### src/rtl/tv80_alu16_pkg.sv
// ============================================================================
// Module  : tv80_alu16_pkg
// Purpose : Shared types and constants for the 16-bit two-pass ALU sequencer.
//           Defines the 16-bit operation and sequencer state encodings, the
//           8-bit ALU opcodes the sequencer drives, flag bit positions, and a
//           helper that builds the F_In value for the high-byte pass.
// Ports   : none (package)
// Revision: 1.0 - initial release
// ============================================================================
`default_nettype none

package tv80_alu16_pkg;

  // 16-bit operation requested by microcode
  typedef enum logic [1:0] {
    ADD16 = 2'd0,
    ADC16 = 2'd1,
    SBC16 = 2'd2,
    INC16 = 2'd3
  } alu16_op_e;

  // Sequencer state
  typedef enum logic [1:0] {
    IDLE = 2'd0,
    LO   = 2'd1,
    HI   = 2'd2,
    DONE = 2'd3
  } seq_state_e;

  // 8-bit ALU_Op encodings used by the sequencer
  localparam logic [3:0] c_alu_add = 4'd0;
  localparam logic [3:0] c_alu_adc = 4'd1;
  localparam logic [3:0] c_alu_sbc = 4'd3;

  // Flag register bit positions (S Z Y H X P/V N C)
  localparam int unsigned c_flag_c = 0;
  localparam int unsigned c_flag_n = 1;
  localparam int unsigned c_flag_p = 2;
  localparam int unsigned c_flag_x = 3;
  localparam int unsigned c_flag_h = 4;
  localparam int unsigned c_flag_y = 5;
  localparam int unsigned c_flag_z = 6;
  localparam int unsigned c_flag_s = 7;

  // High-byte pass sees the original flags except Z and C, which come from
  // the low-byte pass so the ALU can chain carry and merge zero across bytes.
  function automatic logic [7:0] hi_pass_fin(input logic [7:0] f_in,
                                             input logic       lo_z,
                                             input logic       lo_c);
    logic [7:0] f;
    f           = f_in;
    f[c_flag_z] = lo_z;
    f[c_flag_c] = lo_c;
    return f;
  endfunction

endpackage

`default_nettype wire

### src/rtl/tv80_alu16_seq.sv
// ============================================================================
// Module  : tv80_alu16_seq
// Purpose : Two-pass sequencer driving an external 8-bit tv80_alu to perform
//           16-bit ADD/ADC/SBC (HL,rr) as a low-byte pass then a high-byte
//           pass, chaining carry and merging zero between them.
// Config  : TV80_ALU16_INCDEC_EN - when defined, op=3 executes INC16 through
//           the ALU; otherwise op=3 completes immediately with err.
// Ports   : i_clk            core clock, rising edge
//           i_reset_n        synchronous active-low reset
//           i_start          request, accepted in IDLE or DONE
//           i_op[1:0]        0=ADD16 1=ADC16 2=SBC16 3=INC16
//           i_opa[15:0]      operand A (HL)
//           i_opb[15:0]      operand B (rr)
//           i_f_in[7:0]      flag register at start
//           o_busy           high during the LO and HI passes
//           o_done           one-cycle completion pulse
//           o_err            with done, unsupported operation
//           o_result[15:0]   registered 16-bit result
//           o_f_out[7:0]     registered final flags
//           o_alu_op[3:0]    to ALU ALU_Op
//           o_alu_arith16    to ALU Arith16
//           o_alu_z16        to ALU Z16
//           o_alu_busa[7:0]  to ALU BusA
//           o_alu_busb[7:0]  to ALU BusB
//           o_alu_fin[7:0]   to ALU F_In
//           i_alu_q[7:0]     from ALU Q
//           i_alu_fout[7:0]  from ALU F_Out
// Revision: 1.0 - initial release
// ============================================================================
`default_nettype none

module tv80_alu16_seq
  import tv80_alu16_pkg::*;
#(
  parameter int MODE = 3
) (
  input  logic        i_clk,
  input  logic        i_reset_n,
  input  logic        i_start,
  input  logic [1:0]  i_op,
  input  logic [15:0] i_opa,
  input  logic [15:0] i_opb,
  input  logic [7:0]  i_f_in,
  output logic        o_busy,
  output logic        o_done,
  output logic        o_err,
  output logic [15:0] o_result,
  output logic [7:0]  o_f_out,
  output logic [3:0]  o_alu_op,
  output logic        o_alu_arith16,
  output logic        o_alu_z16,
  output logic [7:0]  o_alu_busa,
  output logic [7:0]  o_alu_busb,
  output logic [7:0]  o_alu_fin,
  input  logic [7:0]  i_alu_q,
  input  logic [7:0]  i_alu_fout
);

  // MODE selects behaviour inside the sibling ALU instance only; the
  // sequencing itself is identical for every mode.
  if (MODE != 3) begin : g_mode_other
  end

  seq_state_e r_state;
  seq_state_e w_state_nxt;

  alu16_op_e   r_op;
  logic [15:0] r_opa;
  logic [15:0] r_opb;
  logic [7:0]  r_f_in;
  logic [7:0]  r_lo_q;
  logic        r_lo_z;
  logic        r_lo_c;
  logic [15:0] r_result;
  logic [7:0]  r_f_out;
  logic        r_err;

  logic        w_accept;
  logic        w_op_unsupported;
  logic        w_done;

  logic [3:0]  w_alu_op;
  logic        w_alu_arith16;
  logic        w_alu_z16;
  logic [7:0]  w_alu_busa;
  logic [7:0]  w_alu_busb;
  logic [7:0]  w_alu_fin;

`ifdef TV80_ALU16_INCDEC_EN
  assign w_op_unsupported = 1'b0;
`else
  assign w_op_unsupported = (alu16_op_e'(i_op) == INC16);
`endif

  // A new job may start while the previous one is still showing done
  assign w_accept = i_start && ((r_state == IDLE) || (r_state == DONE));

  // --------------------------------------------------------------------------
  // State register
  // --------------------------------------------------------------------------
  always_ff @(posedge i_clk) begin
    if (!i_reset_n) begin
      r_state <= IDLE;
    end else begin
      r_state <= w_state_nxt;
    end
  end

  // --------------------------------------------------------------------------
  // Next-state logic
  // --------------------------------------------------------------------------
  always_comb begin
    w_state_nxt = r_state;
    case (r_state)
      IDLE, DONE: begin
        if (i_start) begin
          // Unsupported ops skip the ALU and finish on the next cycle
          w_state_nxt = w_op_unsupported ? DONE : LO;
        end else begin
          w_state_nxt = IDLE;
        end
      end
      LO:      w_state_nxt = HI;
      HI:      w_state_nxt = DONE;
      default: w_state_nxt = IDLE;
    endcase
  end

  // --------------------------------------------------------------------------
  // Operand latch, inter-pass storage and result registers
  // --------------------------------------------------------------------------
  always_ff @(posedge i_clk) begin
    if (!i_reset_n) begin
      r_op     <= ADD16;
      r_opa    <= '0;
      r_opb    <= '0;
      r_f_in   <= '0;
      r_lo_q   <= '0;
      r_lo_z   <= 1'b0;
      r_lo_c   <= 1'b0;
      r_result <= '0;
      r_f_out  <= '0;
      r_err    <= 1'b0;
    end else begin
      if (w_accept) begin
        r_op   <= alu16_op_e'(i_op);
        r_opa  <= i_opa;
        r_opb  <= i_opb;
        r_f_in <= i_f_in;
        r_err  <= w_op_unsupported;
        if (w_op_unsupported) begin
          r_result <= i_opa;
          r_f_out  <= i_f_in;
        end
      end

      if (r_state == LO) begin
        r_lo_q <= i_alu_q;
        r_lo_z <= i_alu_fout[c_flag_z];
        r_lo_c <= i_alu_fout[c_flag_c];
      end

      if (r_state == HI) begin
        r_result <= {i_alu_q, r_lo_q};
        // INC rr leaves the flag register untouched
        r_f_out  <= (r_op == INC16) ? r_f_in : i_alu_fout;
      end
    end
  end

  // --------------------------------------------------------------------------
  // ALU drive: only active during the two passes, zero otherwise
  // --------------------------------------------------------------------------
  always_comb begin
    w_alu_op      = '0;
    w_alu_arith16 = 1'b0;
    w_alu_z16     = 1'b0;
    w_alu_busa    = '0;
    w_alu_busb    = '0;
    w_alu_fin     = '0;
    case (r_state)
      LO: begin
        w_alu_busa = r_opa[7:0];
        w_alu_busb = r_opb[7:0];
        w_alu_fin  = r_f_in;
        case (r_op)
          ADD16: begin
            // Arith16 keeps S/Z/P from F_In, as ADD HL,rr requires
            w_alu_op      = c_alu_add;
            w_alu_arith16 = 1'b1;
          end
          ADC16:   w_alu_op = c_alu_adc;
          SBC16:   w_alu_op = c_alu_sbc;
          default: begin
`ifdef TV80_ALU16_INCDEC_EN
            w_alu_op      = c_alu_add;
            w_alu_arith16 = 1'b1;
            w_alu_busb    = 8'h01;
`endif
          end
        endcase
      end
      HI: begin
        w_alu_busa = r_opa[15:8];
        w_alu_busb = r_opb[15:8];
        w_alu_fin  = hi_pass_fin(r_f_in, r_lo_z, r_lo_c);
        case (r_op)
          ADD16: begin
            w_alu_op      = c_alu_adc;
            w_alu_arith16 = 1'b1;
          end
          ADC16: begin
            // Z16 ANDs this byte's zero with the low byte's Z in F_In
            w_alu_op  = c_alu_adc;
            w_alu_z16 = 1'b1;
          end
          SBC16: begin
            w_alu_op  = c_alu_sbc;
            w_alu_z16 = 1'b1;
          end
          default: begin
`ifdef TV80_ALU16_INCDEC_EN
            w_alu_op      = c_alu_adc;
            w_alu_arith16 = 1'b1;
            w_alu_busb    = 8'h00;
`endif
          end
        endcase
      end
      default: begin
      end
    endcase
  end

  assign w_done        = (r_state == DONE);
  assign o_busy        = (r_state == LO) || (r_state == HI);
  assign o_done        = w_done;
  assign o_err         = w_done && r_err;
  assign o_result      = r_result;
  assign o_f_out       = r_f_out;
  assign o_alu_op      = w_alu_op;
  assign o_alu_arith16 = w_alu_arith16;
  assign o_alu_z16     = w_alu_z16;
  assign o_alu_busa    = w_alu_busa;
  assign o_alu_busb    = w_alu_busb;
  assign o_alu_fin     = w_alu_fin;

endmodule

`default_nettype wire
### config.mk
export PLATFORM = sky130hd
export DESIGN_NAME = tv80_alu16_seq
export DESIGN_NICKNAME = d
export VERILOG_FILES = /design/src/rtl/tv80_alu16_pkg.sv /design/src/rtl/tv80_alu16_seq.sv
export SDC_FILE = /design/constraint.sdc
export NUM_CORES = 1
export LEC_CHECK = 0
export BUFFER_PORTS_ARGS = -buffer_cell sky130_fd_sc_hd__buf_2
export CAP_MARGIN = 10
export CORE_ASPECT_RATIO = 0.7
export CORE_UTILIZATION = 25
export DETAILED_ROUTE_END_ITERATION = 8
export SLEW_MARGIN = 20
export SYNTH_ARGS = -nofsm -noshare
export SYNTH_HDL_FRONTEND = slang
export SYNTH_SLANG_ARGS = --single-unit
### constraint.sdc
create_clock -name i_clk -period 1.89 [get_ports i_clk]
set_clock_uncertainty 0.1 [all_clocks]
set_input_delay 0.2835 -clock i_clk [delete_from_list [all_inputs] [get_ports i_clk]]
set_output_delay 0.2835 -clock i_clk [all_outputs]
set_load 0.005 [all_outputs]
==> impl_summary.log <==
INFO  metric cts_max_level = 3
INFO  metric layout_common_cells = sky130_fd_sc_hd__buf_2, sky130_fd_sc_hd__nand2_1, sky130_fd_sc_hd__dfxtp_1
INFO  metric floorplan.initialDensity = 25.94%
INFO  metric p_leak = 2.292 nW
INFO  metric hpwlAfterDp = 7448 um
INFO  metric worst_skew_pair.late_latency = 0.34 ns
INFO  metric final-setup-viol-count = 27
INFO  metric drt_drc_violations_left = 0
INFO  metric hold_viol_final = 0
INFO  metric grt_remaining_overflow = 0
INFO  metric fp.dieArea = 0.01512 mm^2
INFO  metric vdd_drop_max = 557.9 uV
INFO  metric cp.depth = 6
INFO  metric rsz_0062_raised_after_global_routing = true
INFO  metric setup.worst_path.start_class = flip-flop
INFO  metric top_usage_layer = met2
INFO  metric gp_congestion = 0.7659
INFO  metric portion_of_the_clock_cycle_consumed_by_the_worst_path_in_the_final_layout = 107.6%
INFO  metric cts_tree = done
INFO  metric clk_pin_slew_worst_paths = 0.06 ns
INFO  metric drt.antenna.violating_nets = 0
INFO  metric timing.critical_path.slowest_cell_delay = 0.36 ns
INFO  metric clkPwrFrac = 37.8%
INFO  metric register_area = 0.001587 mm^2
INFO  metric num_io_pins = 118
INFO  metric category_of_cells_accounting_for_the_largest_share_of_critical_path_delay = buffers and inverters
INFO  metric switching_power_summed_over_all_nets = 0.001464 W
INFO  metric num_vias = 3245
INFO  metric power.sequential.fraction = 37.9%
INFO  metric crit-reg2reg-launch = r_state[1]
INFO  metric synth_area = 0.003657 mm^2
INFO  metric multi_input_area = 0.001938 mm^2
INFO  metric cellInternalPower = 0.003770 W
INFO  metric post_drt_via_cell_ratio = 4.596
INFO  metric critical_path_class = flip-flop to output port
INFO  metric ys.warnings.count = 0
INFO  metric switching_share = 27.97%
INFO  metric core_util_final = 35.29%
INFO  metric seq_area_frac_synth = 43.24%
INFO  metric timing.max_cap.violations = 0
INFO  metric post_route_cells_drive_above_1_share = 33.07%
INFO  metric cp_num_buf_inv = 3
INFO  metric place_ws = -0.01392 ns
INFO  metric timing.critical_path.to_type = output port
INFO  metric wire_per_inst = 14.90 um
INFO  metric crit_chain = ha_4 > buf_6 > nor2b_4 > buf_12 > a22o_1 > buf_2
INFO  metric first_pass_grt_wire_length = 16780 um
INFO  metric power.density = 1052 mW/mm^2
INFO  metric finalSetupTns = -2.444 ns
INFO  metric fin_ws = -0.1443 ns
INFO  metric status = finished, violations left
INFO  metric route.final.wire_length = 10520 um
INFO  metric failing_checks = negative setup slack
INFO  metric final.fill_count = 1427
INFO  metric reg2reg_setup_slack = 0.02 ns
INFO  metric detail_route.iter0.violations = 121
INFO  metric dieWidth = 146.6 um
INFO  metric synth_cell_types = 25
INFO  metric worst_path_max_delay_cell = sky130_fd_sc_hd__dfxtp_4
INFO  metric antenna_violations_before_repair = 1
INFO  metric worst_ep_required_time = 1.51 ns
INFO  metric critPathCapture = o_alu_busa[6]
INFO  metric post-layout-total-power = 0.005234 W
INFO  metric nNetsFinal = 578
INFO  metric first_global_vias = 3258
INFO  metric placeableCoreArea = 0.01410 mm^2
INFO  metric grtUsageMet3 = 5.219%
INFO  metric global_route.usage.met2 = 24.03%
INFO  metric power.combinational.fraction = 24.2%
INFO  metric die_y = 103.2 um
INFO  metric grt_util_all_layers = 14.53%
INFO  metric grt_start_max_net_pins = 80
INFO  metric report.final.slew_viol_count = 0
INFO  metric clock_sink_count = 79
INFO  metric root_buf_cell = sky130_fd_sc_hd__clkbuf_16
INFO  metric worst_setup_path_startpoint = r_state[1]
INFO  metric critPathMaxFanout = 19
INFO  metric postSynthRegisterBits = 79
INFO  metric first_pass_iters = 4
INFO  metric syn_inst = 393
INFO  metric cts_hold_buffers = 0
INFO  metric syn_avg_cell_area = 9.306 um^2
INFO  metric row_count = 36
INFO  metric numCtsBuffers = 9
INFO  metric max_freq = 491.6 MHz
INFO  metric post-route-min-period = 2.034 ns
INFO  metric endpoint_of_the_worst_register_to_register_path = o_f_out[0]
INFO  metric syn2layout_area_growth = 36.06%
INFO  metric groute.layer.met1.usage = 18.28%
INFO  metric min-delay-path-class = primary input to flip-flop
INFO  metric mostFrequentLayoutCell = sky130_fd_sc_hd__buf_2
INFO  metric io_buffers = 115
INFO  metric clockBufferDepth = 2
INFO  metric worstPathArrival = 1.65 ns
INFO  metric worstRegToRegCells = 7
sequential cells by signal, summed over array words and instances (netlist names):
register  count
r_f_in        8
o_result     16
r_lo_z        1
r_lo_q        8
r_opb        16
r_opa        16
o_f_out       8
r_op          2
r_lo_c        1
r_err         1
r_state       2
area by class of cell:
type                    count  area share (%)
inverters                   5          0.3772
diodes                      2          0.1006
multi-input cells         276           38.95
clock inverters             5           2.137
flip-flops and latches     79           31.88
well taps                 190           4.777
repair buffers            138           17.10
clock buffers              11           4.677
metrics by stage:
stage / std cells / hold slack (ns) / area, um^2
global route: 704 / 0.09551 / 4971
floorplan: 394 / 0.3284 / 3661
CTS: 703 / 0.08584 / 4931
detailed placement: 683 / 0.3572 / 4486
finish: 706 / 0.09755 / 4976
global placement: 683 / 0.3490 / 4486
tightest hold or removal path, delay by kind of cell:
family | cells | cell delay (ns)
AOI/OAI and AO/OA | 1 | 0.06
buffers and inverters | 1 | 0.09
and+or+nand+nor | 1 | 0.04
kinds of logic (layout without fill, tap and decap cells):
kind of cell	after synthesis	in the layout	share of synthesized area [%]
compound gates	100	100	23.26
fa+ha+maj	8	8	2.737
buf+inv	39	159	5.440
flops	79	79	43.24
mux	34	34	9.306
other cells	1	4	0.1025
simple gates	132	132	15.91
layer usage:
metal	share of wire, %	up-vias	routed length [um]
li1	-	1600	-
met1	47	1532	4920
met2	46	107	4809
met3	7.2	6	756
met4	0.29	0	31
met5	0	-	0
cell usage after synthesis (all sizes together):
library cell	instances	area share (%)
nor2b	13	2.2
ha	8	2.7
nand3	18	2.5
clkbuf	14	1.4
o221a	8	2.5
dfxtp	79	43
and2	10	1.7
a21oi	2	0.27
nand2b	1	0.17
mux2i	34	9.3
o211a	17	4.7
nor2	2	0.21
nand3b	1	0.21
conb	1	0.10
inv	5	0.51
a22o	18	4.3
nand2	87	8.9
o21a	1	0.21
buf	20	3.5
a21o	2	0.41
a2bb2oi	8	1.9
a21boi	44	9.0
how the worst min path moves through the flow:
stage               from   endpoint  slack (ns)  depth (start not counted)
2_1_floorplan  i_f_in[2]  r_f_in[2]        0.33                          2
3_3_place_gp       r_err      r_err        0.35                          2
3_5_place_dp    r_opb[4]   r_opb[4]        0.36                          2
4_1_cts        i_opb[11]  r_opb[11]        0.09                          3
5_1_grt        i_opb[11]  r_opb[11]         0.1                          3
6_report        i_opb[3]   r_opb[3]         0.1                          3
what timing repair did:
item / 4_1_cts / 5_1_grt
gates resized for setup: 17 / 9
setup endpoints to repair: 32 / 29
gates cloned: 1 / 0
buffers inserted: 4 / 1
pin swaps: 3 / 4
power groups by stage:
stage,Sequential [W],Combinational [W],Clock (W)
final,0.00199,0.00127,0.00198
after global routing,0.00201,0.00140,0.00212
after CTS,0.00199,0.00124,0.00203
after detailed placement,0.00202,0.00116,0
after global placement,0.00201,0.00113,0
after floorplan,0.00200,0.000705,0
Note: power is estimated with default switching activity, not from simulation.
